==> config.mk <==
export PLATFORM = sky130hd
export DESIGN_NAME = serial_ripple_subtractor_flat
export DESIGN_NICKNAME = d
export VERILOG_FILES = /design/src/rtl/serial_ripple_subtractor_if.sv /design/src/rtl/serial_ripple_subtractor.sv /design/src/flat_wrapper.sv
export SDC_FILE = /design/constraint.sdc
export NUM_CORES = 1
export LEC_CHECK = 0
export CAP_MARGIN = 20
export CORE_MARGIN = 4
export CORE_UTILIZATION = 38
export CTS_BUF_LIST = sky130_fd_sc_hd__clkbuf_8
export DETAILED_ROUTE_END_ITERATION = 8
export GPL_ROUTABILITY_DRIVEN = 0
export GPL_TIMING_DRIVEN = 0
export MAX_ROUTING_LAYER = met4
export PLACE_DENSITY = 0.68
export SYNTH_ARGS = -nofsm -noshare
export SYNTH_HDL_FRONTEND = slang
export SYNTH_SLANG_ARGS = --single-unit
==> constraint.sdc <==
create_clock -name clk -period 3.6 [get_ports clk]
set_clock_uncertainty 0.05 [all_clocks]
set_input_delay 0.72 -clock clk [delete_from_list [all_inputs] [get_ports clk]]
set_output_delay 0.72 -clock clk [all_outputs]
set_load 0.01 [all_outputs]
==> src/rtl/serial_ripple_subtractor_if.sv <==
// Operand request / result handshake bundle for the bit-serial subtractor.
// The master drives the operands and out_ready. The slave (the subtractor) drives the result.
interface serial_ripple_subtractor_if #(
  parameter int unsigned WIDTH = 8
);
  logic             in_valid;
  logic             in_ready;
  logic [WIDTH-1:0] a;
  logic [WIDTH-1:0] b;
  logic             bin;
  logic             out_valid;
  logic             out_ready;
  logic [WIDTH-1:0] diff;
  logic             bout;
  logic             ovf;
  logic             zero;

  modport master (
    output in_valid, a, b, bin, out_ready,
    input  in_ready, out_valid, diff, bout, ovf, zero
  );

  modport slave (
    input  in_valid, a, b, bin, out_ready,
    output in_ready, out_valid, diff, bout, ovf, zero
  );
endinterface

==> src/rtl/serial_ripple_subtractor.sv <==
// Bit-serial ripple-borrow subtractor: diff = a - b - bin, one bit per clock, LSB first.
// The result and flags are held in registers until the next operation completes.
module serial_ripple_subtractor #(
  parameter int unsigned WIDTH = 8
) (
  input  logic                           clk,
  input  logic                           rst_n,
  serial_ripple_subtractor_if.slave      bus
);
  localparam int unsigned CNT_W = $clog2(WIDTH);

  typedef enum logic [1:0] {
    IDLE = 2'd0,
    RUN  = 2'd1,
    DONE = 2'd2
  } state_t;

  state_t           state, state_nx;
  logic [CNT_W-1:0] cnt;
  logic [WIDTH-1:0] a_q, b_q;
  logic             br;
  logic [WIDTH-1:0] d_sr;
  logic [WIDTH-1:0] diff_q;
  logic             bout_q, ovf_q, zero_q;

  logic             a_bit, b_bit, d_bit, br_nx;
  logic             last_bit;
  logic [WIDTH-1:0] sr_nx;
  logic             ovf_nx;

  // Per-bit full-subtractor slice on the captured operands.
  always_comb begin
    a_bit    = a_q[cnt];
    b_bit    = b_q[cnt];
    d_bit    = a_bit ^ b_bit ^ br;
    br_nx    = (~a_bit & b_bit) | (~(a_bit ^ b_bit) & br);
    last_bit = (cnt == CNT_W'(WIDTH - 1));
    sr_nx    = d_sr;
    sr_nx[cnt] = d_bit;
    ovf_nx   = (a_q[WIDTH-1] ^ b_q[WIDTH-1]) & (sr_nx[WIDTH-1] ^ a_q[WIDTH-1]);
  end

  always_ff @(posedge clk or negedge rst_n) begin
    if (!rst_n) begin
      state <= IDLE;
    end else begin
      state <= state_nx;
    end
  end

  always_comb begin
    state_nx      = state;
    bus.in_ready  = 1'b0;
    bus.out_valid = 1'b0;
    case (state)
      IDLE: begin
        bus.in_ready = 1'b1;
        if (bus.in_valid) begin
          state_nx = RUN;
        end
      end
      RUN: begin
        if (last_bit) begin
          state_nx = DONE;
        end
      end
      DONE: begin
        bus.out_valid = 1'b1;
        if (bus.out_ready) begin
          state_nx = IDLE;
        end
      end
      default: begin
        state_nx = IDLE;
      end
    endcase
  end

  always_ff @(posedge clk or negedge rst_n) begin
    if (!rst_n) begin
      cnt    <= '0;
      a_q    <= '0;
      b_q    <= '0;
      br     <= 1'b0;
      d_sr   <= '0;
      diff_q <= '0;
      bout_q <= 1'b0;
      ovf_q  <= 1'b0;
      zero_q <= 1'b0;
    end else begin
      case (state)
        IDLE: begin
          if (bus.in_valid) begin
            a_q  <= bus.a;
            b_q  <= bus.b;
            br   <= bus.bin;
            cnt  <= '0;
            d_sr <= '0;
          end
        end
        RUN: begin
          br   <= br_nx;
          d_sr <= sr_nx;
          // The counter stops at WIDTH-1 so it never wraps; capture clears it.
          if (last_bit) begin
            diff_q <= sr_nx;
            bout_q <= br_nx;
            ovf_q  <= ovf_nx;
            zero_q <= (sr_nx == '0);
          end else begin
            cnt <= cnt + 1'b1;
          end
        end
        default: begin
        end
      endcase
    end
  end

  assign bus.diff = diff_q;
  assign bus.bout = bout_q;
  assign bus.ovf  = ovf_q;
  assign bus.zero = zero_q;

endmodule

==> src/flat_wrapper.sv <==
// flat-port wrapper written by rule: the top's interface ports become plain ports
module serial_ripple_subtractor_flat 
#(
  parameter int unsigned WIDTH = 8
)
  (clk, rst_n, bus_in_valid, bus_a, bus_b, bus_bin, bus_out_ready, bus_in_ready, bus_out_valid, bus_diff, bus_bout, bus_ovf, bus_zero);
  serial_ripple_subtractor_if #(.WIDTH(WIDTH)) bus_i ();
  input  logic clk;
  input  logic rst_n;
  input wire logic [$bits(bus_i.in_valid)-1:0] bus_in_valid;
  input wire logic [$bits(bus_i.a)-1:0] bus_a;
  input wire logic [$bits(bus_i.b)-1:0] bus_b;
  input wire logic [$bits(bus_i.bin)-1:0] bus_bin;
  input wire logic [$bits(bus_i.out_ready)-1:0] bus_out_ready;
  output wire logic [$bits(bus_i.in_ready)-1:0] bus_in_ready;
  output wire logic [$bits(bus_i.out_valid)-1:0] bus_out_valid;
  output wire logic [$bits(bus_i.diff)-1:0] bus_diff;
  output wire logic [$bits(bus_i.bout)-1:0] bus_bout;
  output wire logic [$bits(bus_i.ovf)-1:0] bus_ovf;
  output wire logic [$bits(bus_i.zero)-1:0] bus_zero;
  assign bus_i.in_valid = bus_in_valid;
  assign bus_i.a = bus_a;
  assign bus_i.b = bus_b;
  assign bus_i.bin = bus_bin;
  assign bus_i.out_ready = bus_out_ready;
  assign bus_in_ready = bus_i.in_ready;
  assign bus_out_valid = bus_i.out_valid;
  assign bus_diff = bus_i.diff;
  assign bus_bout = bus_i.bout;
  assign bus_ovf = bus_i.ovf;
  assign bus_zero = bus_i.zero;
  serial_ripple_subtractor #(.WIDTH(WIDTH)) u_core (.clk(clk), .rst_n(rst_n), .bus(bus_i));
endmodule
# Yosys cells after proc, flatten, opt, wreduce, memory -nomap -nowiden
# Index checks and enable logic that the tools add are counted.
totals:
  elab_cells: 59
  register_bits: 41
  input_bits: 21
classes:
  addsub: 1
  n_bitwise: 10
  eq_ne: 7
  reduce_logical: 9
  muxes: 20
  n_lt_le_gt_ge: 2
ops:
  columns: ["op", "n"]
  rows:
  - ["$pmux W8 S2", 1]
  - ["$bwmux W8", 1]
  - ["$logic_not A8 Y1", 1]
  - ["$mux W8", 1]
  - ["$bmux W1 S3", 2]
  - ["$mux W1", 6]
  - ["$mux W2", 3]
  - ["$mux W3", 2]
  - ["$ne A2 B2 Y1 const B", 3]
  - ["$pmux W2 S3", 1]
  - ["$pmux W3 S2", 1]
  - ["$reduce_and A2 Y1", 3]
  - ["$reduce_and A3 Y1", 2]
  - ["$lt A3 B4 Y1 const B", 1]
  - ["$xor A1 B1 Y1", 4]
  - ["$add A3 B1 Y3 const B", 1]
  - ["$and A1 B1 Y1", 3]
  - ["$demux W1 S3", 1]
  - ["$eq A3 B3 Y1 const B", 1]
  - ["$ge A3 B1 Y1 const B", 1]
  - ["$eq A2 B1 Y1 const B", 1]
  - ["$eq A2 B2 Y1 const B", 1]
  - ["$logic_not A2 Y1", 1]
  - ["$ne A2 B1 Y1 const B", 1]
  - ["other kinds (5)", 6]

# Logic depth before layout (Yosys ltp)
depth:
  depth_word: 7
  ltp_mapped: 11
  depth_no_buf: 9

# Worst setup path after synthesis
# Ideal clock, no wire load.
synth_timing:
  path_type: "register to register"
  from: "register u_core.cnt[1]"
  to: "register u_core.zero_q (netlist: u_core.bus.zero)"
  slack_ns: 0.888
  path_stages_with_launch: 10
  setup_ns: 0.104
  t_arrival_ns: 2.559
  required_ns: 3.446
  cell_sequence: "dfrtp_1 > buf_6 > mux4_2 > o21ai_0 > nand2_1 > fa_1 > nand2b_1 > o32ai_1 > o32ai_1 > o41ai_2"
synth_between:
  elab_chain_len: 6
  word_cells_on_any_way: 15
  cone_classes: "order compare (2); eq/ne (1); mux (7); bitwise (2); reduce/logical (3)"
synth_lines:
  columns: ["element", "line_no", "text"]
  rows:
  - ["from (decl)", "serial_ripple_subtractor.sv:19", "logic [CNT_W-1:0] cnt;"]
  - ["from (signal assigned)", "serial_ripple_subtractor.sv:111", "cnt <= cnt + 1'b1;"]
  - ["$lt A3 B4 Y1 (not written as such), or another cell as far along", "serial_ripple_subtractor.sv:39", "sr_nx[cnt] = d_bit;"]
  - ["$logic_and A1 B1 Y1 (not written as such), or another cell as far along", "serial_ripple_subtractor.sv:39", null]
  - ["$mux W1 (not written as such) / $xor A1 B1 Y1 (equally long branches)", "serial_ripple_subtractor.sv:39, serial_ripple_subtractor.sv:35", null]
  - ["$demux W1 S3 / $xor A1 B1 Y1 (equally long branches)", null, null]
  - ["$bwmux W8", "serial_ripple_subtractor.sv:39", null]
  - ["$logic_not A8 Y1", "serial_ripple_subtractor.sv:109", "zero_q <= (sr_nx == '0);"]
  - ["to (signal assigned)", "serial_ripple_subtractor.sv:109", null]
  - ["to (decl)", "serial_ripple_subtractor.sv:24", "logic bout_q, ovf_q, zero_q;"]
# Several ways; a longest one is shown, not always the timed one. The select of a mux whose other input is x is not followed.
# A chain may end at the register's enable or synchronous reset.

# Worst setup path in the final report
layout_timing:
  from: "register u_core.cnt[2]"
  to: "register u_core.zero_q (netlist: u_core.bus.zero)"
# The elaborated chain is that of the path after synthesis.

==> run metrics <==
result of the run=completed; leading cell types by total area after synthesis=sky130_fd_sc_hd__dfrtp_1 (50%), sky130_fd_sc_hd__mux2_2 (9.9%), sky130_fd_sc_hd__o21ai_0 (5.1%); met3 track demand over resource in global routing=3.548%; Finish-stage setup viols=0; sum of negative setup slack=0 ps; I/O Pins=34; effective utilization at floorplan=39.57%; CTS tree=done; netlist area before placement=0.002047 sq mm; normalized max-slew margin=66.58%; final layout net count=254; number of rows created at floorplan=26; via count of the first global-routing pass=1539; actual transition at the worst max-transition pin=about 500 ps; average wire length per cell after detail routing=14.68 microns; leakage power total=0.001091 uW; syn_nets=213; worst voltage drop across the vdd grid=0.4181 mV; highest-utilization routing layer at the global route stage=met2; number of violations of the max-capacitance limit=0; clock sink total=41; grt total ovfl=0; CTS Buf Count=5; die footprint=~0.0066 sq mm; critical path fanouts, max=10; proportion of layout cells with a drive suffix above 1=roughly 16%; via count normalized by instance count=between 5 and 6; share of the cycle needed by the critical path after routing=87.33%; core box area=0.005172 sq mm; vertical die dimension=between 80 and 90 microns; GR met2 Demand/Resource=a little under a quarter; number of enable-type register cells in the synthesized netlist=0; Worst-Skew Late Latency=300 ps; pin count of the biggest net entering global routing=23; post-synth top area cell=sky130_fd_sc_hd__dfrtp_1; nature of the critical path endpoint=flop; number of flip-flops and latches in the synthesized netlist=between 40 and 50; clk slew on worst S/H paths=around 80 ps; CTS hold repair buffers=0; setup repair after global routing missed its margin=false; buffer depth of the longest clock path=2; required time of the worst setup path=about 3700 ps; count of inserted antenna diode cells=0; Placement Cell Area=0.002487 sq mm; startpoint type of the worst setup path=flop; Avg Cell Area, Syn=10.83 sq um; PostCTS Resize Cnt=0; global-route wire length before repair=7424 microns; number of standard cells after synthesis=189; post-DP HPWL=3226 microns; number of distinct standard cells referenced by the synthesized netlist=39; total detailed-routing wirelength=4389 microns; area share of the largest cell type after synthesis=50.12%; number of slew-limit violations in the final report=0; Seq. cell area=0.001026 sq mm; most common cell in the synthesized netlist=sky130_fd_sc_hd__dfrtp_1; most frequent cells after synthesis=sky130_fd_sc_hd__dfrtp_1 (41), sky130_fd_sc_hd__o21ai_0 (21), sky130_fd_sc_hd__nand2_1 (19), sky130_fd_sc_hd__mux2_2 (18), sky130_fd_sc_hd__a22o_1 (8); Yosys warning total=0; Crit path arrival time=3290 ps; share of synthesized flip-flops with an asynchronous set or reset=100.0%; number of optimization iterations in the first detailed-route pass=4; DRC=0; deepest level of the CTS H-tree=2; area delta synth->final=25.12%; number of antenna violations at the first check in global routing=0; # Post-CTS Setup Buffers=0; Achievable Freq=318.1 MHz; total global-route track usage=15.28%; cell area after layout=roughly 0.0026 sq mm; met1 track demand over resource in global routing=19.35%; die outline width=between 80 and 90 microns; number of failing hold endpoints at the final stage=0; Worst Path Class, Setup=flop to flop; buffer type at the clock tree root=sky130_fd_sc_hd__clkbuf_8; cell area power density=937.2 mW/mm^2; type of the worst min-delay path=primary input to asynchronous set/reset pin; sequential element share of the synthesized area=50.12%; number of I/O port buffers=33; area of the multi-input gates=935.9 sq um; number of design-rule violations left by the first detailed-router iteration=152; Antenna Violating Nets Remaining=0; top flip-flop cell by instance count after synthesis=sky130_fd_sc_hd__dfrtp_1; count of vias placed by the detailed router=between 1500 and 2000; count of filler cells inserted in the layout=roughly 500; fin crit period=between 3000 and 4000 ps
==> worst max-delay path: stages, from the launching register on <==
cell	delay (ps)
sky130_fd_sc_hd__dfrtp_1	440
sky130_fd_sc_hd__buf_2	260
sky130_fd_sc_hd__buf_4	220
sky130_fd_sc_hd__mux4_2	290
sky130_fd_sc_hd__o21ai_0	150
sky130_fd_sc_hd__nand2_1	100
sky130_fd_sc_hd__fa_1	710
sky130_fd_sc_hd__nand2b_1	180
sky130_fd_sc_hd__o32ai_1	280
sky130_fd_sc_hd__o32ai_1	170
sky130_fd_sc_hd__o41ai_2	200
==> routing by layer <==
layer  wire (microns)  up-vias
li1                 -      765
met1             2027      761
met2             2055       46
met3              273        5
met4               32        0
met5                0        -
==> power by group <==
part,switching [uW],leakage [uW],internal (uW),total [uW]
logic,683,0.000538,616,1300
clock network,154,0.0000399,128,281
registers,151,0.000513,669,820
==> cells by family after synthesis <==
family | after synthesis | synth area share, %
adders and majority gates | 3 | 2.200
DFF | 41 | 50.12
muxes | 23 | 12.96
and+or+nand+nor | 59 | 15.47
buffers and inverters | 16 | 4.156
AOI/OAI and AO/OA | 47 | 15.10
==> final timing paths <==
check / to / slack [ps] / depth (start not counted) / from
worst max-delay path: u_core.bus.zero / 460 / 10 / u_core.cnt[2]
worst min-delay path: u_core.bus.diff[3] / 330 / 1 / rst_n
worst max register to register: u_core.bus.zero / 460 / 10 / u_core.cnt[2]
worst min register to register: u_core.bus.zero / 430 / 2 / u_core.bus.zero
max in group asynchronous: u_core.state[1] / 2690 / 2 / rst_n
min in group clk: u_core.bus.zero / 430 / 2 / u_core.bus.zero
==> final cells by class <==
cell class                 instances  area share (%)
sequential                        41           40.06
multi-input combinational        132           36.54
timing repair buffer              34           13.78
tap                               70           3.420
clock buffer                       5           2.687
buffer                            11           2.589
inverter                           5          0.7328
clock inverter                     1          0.1954
==> through the flow <==
step           hold slack (ps)  setup slack (ps)  std cells  util (%)  total power (uW)
2_1_floorplan            374.4             887.5        189         -              1730
3_3_place_gp             411.3             478.6        292     47.65              2107
3_5_place_dp             410.5             482.2        293     48.09              2138
4_1_cts                  347.6             468.6        299     49.52              2417
5_1_grt                  361.1             210.6        299     49.52              2611
6_report                 332.2             456.2        299     49.52              2400
==> cell usage in the layout, fill, tap and decap left out, types with 2 or more instances in the layout <==
cell                              count
sky130_fd_sc_hd__mux2i_1              4
sky130_fd_sc_hd__or3b_1               2
sky130_fd_sc_hd__nor3b_1              4
sky130_fd_sc_hd__o22ai_1              4
sky130_fd_sc_hd__dfrtp_1             41
sky130_fd_sc_hd__nor2b_1              3
sky130_fd_sc_hd__a211oi_1             2
sky130_fd_sc_hd__nor4_1               2
sky130_fd_sc_hd__nand3b_1             2
sky130_fd_sc_hd__buf_6                2
sky130_fd_sc_hd__a21oi_1              3
sky130_fd_sc_hd__nand4b_1             2
sky130_fd_sc_hd__nand3_1              4
sky130_fd_sc_hd__and3_1               2
sky130_fd_sc_hd__nand2_1             19
sky130_fd_sc_hd__clkbuf_1             3
sky130_fd_sc_hd__a22o_1               8
sky130_fd_sc_hd__clkbuf_8             5
sky130_fd_sc_hd__clkdlybuf4s50_1     32
sky130_fd_sc_hd__o32ai_1              2
sky130_fd_sc_hd__nor2_1               7
sky130_fd_sc_hd__ha_1                 2
sky130_fd_sc_hd__mux2_2              18
sky130_fd_sc_hd__inv_1                5
sky130_fd_sc_hd__nand2b_1             6
sky130_fd_sc_hd__nor3_1               3
sky130_fd_sc_hd__buf_2                6
sky130_fd_sc_hd__o21ai_0             21
==> sequential cells by signal, summed over array words and instances (netlist names) <==
register         cells
u_core.a_q           8
u_core.b_q           8
u_core.br            1
u_core.bus.bout      1
u_core.bus.diff      8
u_core.bus.ovf       1
u_core.bus.zero      1
u_core.cnt           3
u_core.d_sr          8
u_core.state         2
No activity file was read; power rests on OpenSTA's default activity.
